$ cat src/rtl/reg_load_fifo.sv
// reg_load_fifo: FIFO that buffers producer words and presents them as d_o/ld_o to a downstream register.
// Latency: 1 cycle from accepted rd_i to ld_o=1 with the word on d_o; a write is poppable the cycle after it lands (no fall-through).
// Backpressure: full_o blocks writes unless a pop is accepted that cycle; rejected writes are dropped (flagged on ovf_o when REG_LOAD_FIFO_OVF_EN is defined).
module reg_load_fifo #(
  parameter int lsize      = 8,
  parameter int depth_log2 = 2
) (
  input  logic                  clk_i,
  input  logic                  rst_i,
  input  logic [lsize-1:0]      d_i,
  input  logic                  wr_i,
  output logic                  full_o,
  input  logic                  rd_i,
  output logic                  empty_o,
  output logic [depth_log2:0]   count_o,
  output logic [lsize-1:0]      d_o,
  output logic                  ld_o
`ifdef REG_LOAD_FIFO_OVF_EN
  ,
  output logic                  ovf_o
`endif
);

  localparam int depth = 1 << depth_log2;

  typedef logic [depth_log2:0]   ptr_t;
  typedef logic [depth_log2-1:0] addr_t;

  // Storage is deliberately not reset; pointer state alone defines validity.
  logic [lsize-1:0] mem [depth];

  ptr_t  wr_ptr;
  ptr_t  rd_ptr;
  ptr_t  wr_ptr_nxt;
  ptr_t  rd_ptr_nxt;
  addr_t wr_addr;
  addr_t rd_addr;

  logic rd_accept;
  logic wr_accept;
  logic wr_drop;

  assign wr_addr = wr_ptr[depth_log2-1:0];
  assign rd_addr = rd_ptr[depth_log2-1:0];

  // Status flags are purely combinational from the registered pointers, so
  // they move on the same edge as the pointer update that causes them.
  assign empty_o = (wr_ptr == rd_ptr);
  assign full_o  = (wr_addr == rd_addr) && (wr_ptr[depth_log2] != rd_ptr[depth_log2]);
  assign count_o = wr_ptr - rd_ptr;

  // Accept decisions and next pointers; a pop frees the slot a same-cycle write needs when full.
  always_comb begin
    rd_accept  = 1'b0;
    wr_accept  = 1'b0;
    wr_drop    = 1'b0;
    wr_ptr_nxt = wr_ptr;
    rd_ptr_nxt = rd_ptr;
    rd_accept  = rd_i && !empty_o;
    wr_accept  = wr_i && (!full_o || rd_accept);
    wr_drop    = wr_i && full_o && !rd_accept;
    if (wr_accept) begin
      wr_ptr_nxt = wr_ptr + ptr_t'(1);
    end
    if (rd_accept) begin
      rd_ptr_nxt = rd_ptr + ptr_t'(1);
    end
  end

  // Pointer registers; reset discards anything still queued.
  always_ff @(posedge clk_i) begin
    if (rst_i) begin
      wr_ptr <= '0;
      rd_ptr <= '0;
    end else begin
      wr_ptr <= wr_ptr_nxt;
      rd_ptr <= rd_ptr_nxt;
    end
  end

  // Data array write port; gated by reset so a write in the reset cycle has no effect.
  always_ff @(posedge clk_i) begin
    if (!rst_i && wr_accept) begin
      mem[wr_addr] <= d_i;
    end
  end

  // Registered pop output: d_o holds its last word between pops, ld_o pulses per pop.
  always_ff @(posedge clk_i) begin
    if (rst_i) begin
      d_o  <= '0;
      ld_o <= 1'b0;
    end else begin
      ld_o <= rd_accept;
      if (rd_accept) begin
        d_o <= mem[rd_addr];
      end
    end
  end

`ifdef REG_LOAD_FIFO_OVF_EN
  // Sticky overflow: any write dropped against a full FIFO latches until reset.
  always_ff @(posedge clk_i) begin
    if (rst_i) begin
      ovf_o <= 1'b0;
    end else if (wr_drop) begin
      ovf_o <= 1'b1;
    end
  end
`else
  // Without the overflow flag, dropped writes are silent.
  logic unused_drop;
  assign unused_drop = wr_drop;
`endif

endmodule

$ cat config.mk
export PLATFORM = sky130hd
export DESIGN_NAME = reg_load_fifo
export DESIGN_NICKNAME = d
export VERILOG_FILES = /design/src/rtl/reg_load_fifo.sv
export SDC_FILE = /design/constraint.sdc
export NUM_CORES = 1
export LEC_CHECK = 0
export CAP_MARGIN = 0
export CELL_PAD_IN_SITES_DETAIL_PLACEMENT = 1
export CELL_PAD_IN_SITES_GLOBAL_PLACEMENT = 2
export CORE_MARGIN = 2
export CORE_UTILIZATION = 40
export CTS_BUF_LIST = sky130_fd_sc_hd__clkbuf_4 sky130_fd_sc_hd__clkbuf_8
export CTS_CLUSTER_SIZE = 25
export DETAILED_ROUTE_END_ITERATION = 6
export PLACE_DENSITY_LB_ADDON = 0.1
export REMOVE_ABC_BUFFERS = 1
export SYNTH_ARGS = -nofsm -noshare
export SYNTH_HDL_FRONTEND = slang
export SYNTH_SLANG_ARGS = --single-unit
$ cat constraint.sdc
create_clock -name clk_i -period 2.4 [get_ports clk_i]
set_input_delay 0.72 -clock clk_i [delete_from_list [all_inputs] [get_ports clk_i]]
set_output_delay 0.72 -clock clk_i [all_outputs]
set_load 0.005 [all_outputs]
==> impl_summary.txt <==
----------------------------------------------------
[Run status]
  Status ... complete, no violations

[Synthesis]
  Leading cell types by total area after synthesis ... sky130_fd_sc_hd__edfxtp_1, sky130_fd_sc_hd__dfxtp_1, sky130_fd_sc_hd__mux4_2, sky130_fd_sc_hd__ha_1, sky130_fd_sc_hd__o311ai_0
  Distinct cell type count after synthesis ... 29
  Cell taking the most area after synthesis ... sky130_fd_sc_hd__edfxtp_1
  Total of flip-flops plus latches after synthesis ... 47
  Mapped Avg Cell Area ... 14.4 sq um
  Post-synthesis cell area ... 2060 sq um
  Number of instances in the synthesized netlist ... 143
  Number of warnings printed during yosys synthesis ... 0
  Top cell type's share of synthesized area ... 46.7%
  Sequential share of the synthesized area ... 61.4%

[Global routing]
  Pin count of the biggest net entering global routing ... 27
  Wire length of the first global-routing pass ... 6.67 mm
  Number of antenna violations at the first check in global routing ... 0
  Global-route usage over all layers ... 16.4%
  Via count of the first global-routing pass ... 1,310
  Total overflow reported by the global router ... 0

[STA]
  Least-Margin Pin Slew ... 0.639 ns
  F_max ... 435 MHz
  Count of final hold-check violations ... 0
  Sum of negative setup slack ... 0 ns
  Remaining max-slew budget at the tightest pin ... 57.3%
  Pins Over Slew Limit ... 0
  Setup repair after global routing missed its margin ... false
  Worst Hold Margin ... 0.538 ns
  Skew final ... 0.00746 ns
  Setup WS post-layout ... 0.103 ns
  Count of final setup violators ... 0
  Time the final worst path needs with I/O delays and setup ... 2.30 ns
  Portion of the clock cycle consumed by the worst path in the final layout ... 95.7%

[Detailed routing]
  Final routed wire length divided by cell count ... 16.2 um
  DR vias/cell ... 5.04
  DRT Wirelength ... 4.08 mm
  Drt drc ... 0
  Total via count in the routed design ... 1,269
  Count of TritonRoute iterations in the first routing pass ... 4
  Count of routing violations after the opening detailed-route iteration ... 26
  Count of nets left with antenna violations after detail routing ... 0

[Cells and area]
  Synth-to-layout area growth ... 25.6%
  FF/Latch Area ... 1270 sq um
  Nets@finish ... 201
  Area of combinational cells with multiple inputs ... 734 sq um
  Layout Cells excl Fill ... 252
  Layout fillers ... 506
  Fraction of layout instances using a drive strength above 1 ... 20.9%
  Utilization after layout ... 51.2%
  Antenna diode count ... 0

[Critical path]
  Crit Path Max Fanout ... 2
  Worst reg2reg setup slack ... 0.38 ns
  Crit-path slowest cell ... sky130_fd_sc_hd__fa_1
  Cells along the critical path ... inv_2, ha_4, fa_1, inv_1, dlygate4sd2_1
  Crit path capture type ... output port
  Start-to-end type of the worst setup path ... reg -> out
  Data required time at the worst endpoint ... 1.68 ns
  Nature of the critical path startpoint ... register
  Critical path's largest stage delay ... 0.47 ns
  Critical Path AT ... 1.58 ns

[Place]
  Count of input and output buffers ... 25
  Worst slack, placed ... 0.0376 ns
  Final weighted congestion of routability-driven global placement ... 0.732
  Post-detail-place hpwl ... 2.99 mm
  Total instance count after detailed placement ... 242

[CTS]
  Max Root-Sink Buffers ... 2
  Num Clock Sinks ... 47
  TritonCTS clock tree ... yes
  Max H-tree Level ... 2
  Root buf cell ... sky130_fd_sc_hd__clkbuf_8
  Reg clk slew, reported paths ... 0.09 ns
  Worst-skew pair later-pin latency ... 0.29 ns
  Number of clock buffers inserted by TritonCTS ... 5

[Power and ir drop]
  Static Leakage ... 0.000913 uW
  P per Cell Area ... 768 nW/um^2
  Max IR drop VDD ... 410 uV

[Floorplan]
  Horizontal die dimension ... 75.7 um
  Full die area ... 5730 sq um
  Starting density of the core ... 40.8%
  Number of top-level design ports ... 26
  Area of the core region ... 5040 sq um
  Cell row count ... 26
  Die height ... 75.7 um

[Job]
  Max cap viols ... 0

[Worst hold path]
  Class of the tightest hold or removal check ... reg -> reg

----------------------------------------------------
==> worst paths after layout <==
check,startpoint,end,cells past startpoint
max,wr_ptr[0]$_SDFFE_PP0P_,count_o[1],5
min,d_o[1]$_SDFFE_PP0P_,d_o[1]$_SDFFE_PP0P_,2
max reg2reg,wr_ptr[1]$_SDFFE_PP0P_,mem[0][3]$_DFFE_PP_,6
min reg2reg,d_o[1]$_SDFFE_PP0P_,d_o[1]$_SDFFE_PP0P_,2
==> cell families after synthesis <==
family | synth area share [%]
buf+inv | 4.26
flops | 61.4
simple gates | 6.82
compound gates | 9.62
mux | 11.1
fa+ha+maj | 5.23
xor+xnor | 1.64
==> state kept, by name, summed over array words and instances, names as in the netlist <==
name    count
wr_ptr      3
rd_ptr      3
d_o         8
ld_o        1
mem        32
==> timing repair <==
item	4_1_cts	5_1_grt
setup endpoints to repair	4	3
buffers inserted	1	1
resized for setup	9	4
hold buffers	0	0
==> report_power, final <==
part | internal, uW | switching, uW
registers | 935 | 30.1
logic | 311 | 260
clock network | 198 | 249
==> worst max-delay path: cells and delay by family (launching register included) <==
| kind | cells | cell delay [ns] |
|---|---|---|
| adders and majority gates | 2 | 0.62 |
| DFF | 1 | 0.34 |
| buffers and inverters | 3 | 0.34 |
==> cell usage in the layout (no fill, tap or decap), types with 2 or more instances in the layout <==
master / n
sky130_fd_sc_hd__edfxtp_1: 32
sky130_fd_sc_hd__clkdlybuf4s50_1: 21
sky130_fd_sc_hd__inv_1: 15
sky130_fd_sc_hd__buf_4: 13
sky130_fd_sc_hd__dfxtp_1: 12
sky130_fd_sc_hd__o311ai_0: 9
sky130_fd_sc_hd__mux4_2: 8
sky130_fd_sc_hd__o211ai_1: 8
sky130_fd_sc_hd__or3_1: 8
sky130_fd_sc_hd__nor2_1: 5
sky130_fd_sc_hd__ha_1: 5
sky130_fd_sc_hd__clkbuf_8: 5
sky130_fd_sc_hd__nand2_1: 4
sky130_fd_sc_hd__and3_1: 4
sky130_fd_sc_hd__nor2b_1: 3
sky130_fd_sc_hd__o2111ai_1: 2
sky130_fd_sc_hd__mux2_2: 2
sky130_fd_sc_hd__ha_4: 2
sky130_fd_sc_hd__clkinv_1: 2
sky130_fd_sc_hd__dlygate4sd2_1: 2
sky130_fd_sc_hd__dfxtp_2: 2
==> metrics by stage <==
step,power (uW),cell area (sq um)
finish,1980,2580
CTS,2010,2570
floorplan,1250,2030
detailed placement,1550,2450
global route,2100,2580
global placement,1540,2450
==> area by class of cell <==
cell class | count | share of cell area (%)
sequential | 47 | 49.1
multi-input combinational | 73 | 28.5
timing repair buffer | 38 | 13.5
tap | 70 | 3.39
clock buffer | 5 | 2.67
inverter | 16 | 2.33
clock inverter | 3 | 0.582
==> cell usage after synthesis, drive strengths merged <==
cell,count
nand2,4
o311ai,10
ha,7
dfxtp,15
clkbuf,5
and3,4
mux2,3
o31ai,1
o31a,1
and2,2
xor2,1
mux2i,1
or3,8
fa,1
a21boi,1
xnor2,2
o211ai,8
edfxtp,32
nor2,5
o2111ai,2
inv,16
mux4,8
a211o,1
buf,2
nor2b,3
==> per-layer routing <==
metal / track usage (%) / part of all wire (%)
met5: 0 / 0
met3: 3.97 / 2.7
met2: 26.9 / 51
met1: 21.8 / 46
met4: 4.68 / 0.71
Note: power is estimated with default switching activity, not from simulation.
==> edit: new RTL, same settings <==
The parameter `depth_log2` goes from 2 to 1.
--- a/src/rtl/reg_load_fifo.sv
+++ b/src/rtl/reg_load_fifo.sv
@@ -4,5 +4,5 @@
 module reg_load_fifo #(
   parameter int lsize      = 8,
-  parameter int depth_log2 = 2
+  parameter int depth_log2 = 1
 ) (
   input  logic                  clk_i,
Interface: changed (resized count_o); port bits go from 26 to 25. The function was not compared with the original's and may differ.
==> edit against the unedited design <==
Register-to-register slack better by 0.22 ns. Total power decreased by 31%. Cell area down 37%. Synthesized cell count shrank 31%. Routed wire length down 36%. Critical endpoint is now count_o[0]. Sequential cell count decreased by 18. Die area decreased by 39%. Worst setup slack got worse by 0.015 ns. Area after synthesis fell by 41%.
==> edit: results (changes against the unedited design) <==
Tot GR Track Use 16.2% (was 16.4%); EDFF count, synth 16 (was 32); vias in the first global route 896 (was 1310); via count 884 (was 1269); Synth cell types 27 (was 29); Root Buffer Master clkbuf_4 (was clkbuf_8); HP Class reg -> reg (unchanged); clk buf depth 2 (unchanged); Num CTS Buffers 5 (unchanged); Slowest cell on crit path clkdlybuf4s50_1 (was fa_1); final net count 150 (was 201); leakage power 0.000641 uW (was 0.000913 uW); CP top delay family buffers and inverters (was adder cells); post-detailed-routing wire length 2600 um (was 4080 um); Clock Latency Late Sink 0.32 ns (was 0.29 ns); slowest stage delay, CP 0.49 ns (was 0.47 ns); worst reg-to-reg setup slack 0.60 ns (was 0.38 ns); synth cell count leaders nand2_1, edfxtp_1, dfxtp_1 (was edfxtp_1, inv_1, dfxtp_1); detailed router's first-iteration violation count 11 (was 26); Arr. time, crit path 1.59 ns; first-pass GRT wire length 4070 um (was 6670 um); H-tree depth 2 (unchanged); clk_skew 0.00561 ns (was 0.00746 ns); Port Buffers 24 (was 25); Relative slew margins 59.9% (was 57.3%); Filler cells 312 (was 506); layout cells sized above 1 25.4% (was 20.9%); Largest regs mem x16, d_o x8 (was mem x32, d_o x8); RePlAce Congestion 0.768 (was 0.732); synth top area cells edfxtp_1, dfxtp_1, mux2_2, mux2i_1, nand2_1 (was edfxtp_1, dfxtp_1, mux4_2, ha_1, o311ai_0); Post-synth ARST share 0% (unchanged); DRT Pass-1 Iters 2 (was 4); Final Hold Fails 0 (unchanged); Reg clk slew, reported paths 0.10 ns; VDD IR-drop max 460 uV (was 410 uV); ANT cells 0 (unchanged); pin count of the biggest net entering global routing 13 (was 27); Post-DRT Antenna Nets 0 (unchanged); synth warn 0 (unchanged); initial antenna violation count 0 (unchanged); outcome completed (unchanged); crit-path max FO 4 (was 2); Seq/Total Area, Yosys 60.8% (was 61.4%); hpwl dp 1850 um (was 2990 um)
## edit: changes by cell type after synthesis, moves of 8 or more
cell,before,now
edfxtp_1,32,16
inv_1,16,3
nand2_1,4,17
o311ai_0,9,0
mux2_2,2,10
mux2i_1,1,9
mux4_2,8,0
or3_1,8,0
## edit: stage by stage
step                total power, uW  cell area (um2)  cells  worst slack, ns  hold WS [ns]
floorplan                       853             1210     96            0.259         0.451
detailed placement             1080             1550    161            0.158         0.457
CTS                            1380             1620    171           0.0294         0.471
global route                   1450             1630    171           0.0205         0.491
finish                         1370             1630    171           0.0878         0.462
global placement               1060             1550    161            0.206         0.445
## edit: power breakdown
group | switching (uW) | internal, uW | leakage, uW | total, uW
combinational | 200 | 261 | 0.000355 | 461
clock | 183 | 110 | 0.0000310 | 293
sequential | 32.3 | 587 | 0.000254 | 619
total | 415 | 958 | 0.000641 | 1370
## edit: per-layer routing
layer / vias up / wire, um / GRT usage (%)
li1: 425 / - / -
met1: 438 / 1070 / 19.0
met2: 16 / 1410 / 28.1
met3: 5 / 99 / 5.90
met4: 0 / 20 / 3.90
met5: - / 0 / 0
## edit: tightest hold or removal path: cells and delay by family (launching register included)
family / cells / cell delay [ns]
flip-flops: 1 / 0.32
AND/OR/NAND/NOR: 1 / 0.05
multiplexers: 1 / 0.05
## edit: repair_timing
| item | 4_1_cts | 5_1_grt |
|---|---|---|
| pin swaps | 2 | 0 |
| endpoints found under the setup margin | 4 | 2 |
| gates resized for setup | 5 | 2 |
| buffers inserted | 2 | 0 |
## edit: cell families (layout without fill, tap and decap cells)
| logic type | Yosys count | count (layout) | share of synthesized area [%] |
|---|---|---|---|
| simple gates | 33 | 33 | 12.3 |
| compound gates | 7 | 7 | 4.21 |
| flops | 29 | 29 | 60.8 |
| fa+ha+maj | 1 | 1 | 1.03 |
| mux | 19 | 19 | 16.6 |
| buf+inv | 7 | 46 | 2.26 |
| xor+xnor | 3 | 3 | 2.77 |
## edit: cell type report
type	instances	share of cell area, %
clock inverter	3	1.07
inverter	4	0.920
multi-input combinational	63	28.4
clock buffer	5	2.30
timing repair buffer	34	19.2
sequential	29	45.7
tap	33	2.53
## edit: final timing paths
path	to	depth (start not counted)	from
max	count_o[0]	4	wr_ptr[0]
min	d_o[7]	2	d_o[7]
max reg2reg	mem[0][3]	7	wr_ptr[0]
min reg2reg	d_o[7]	2	d_o[7]
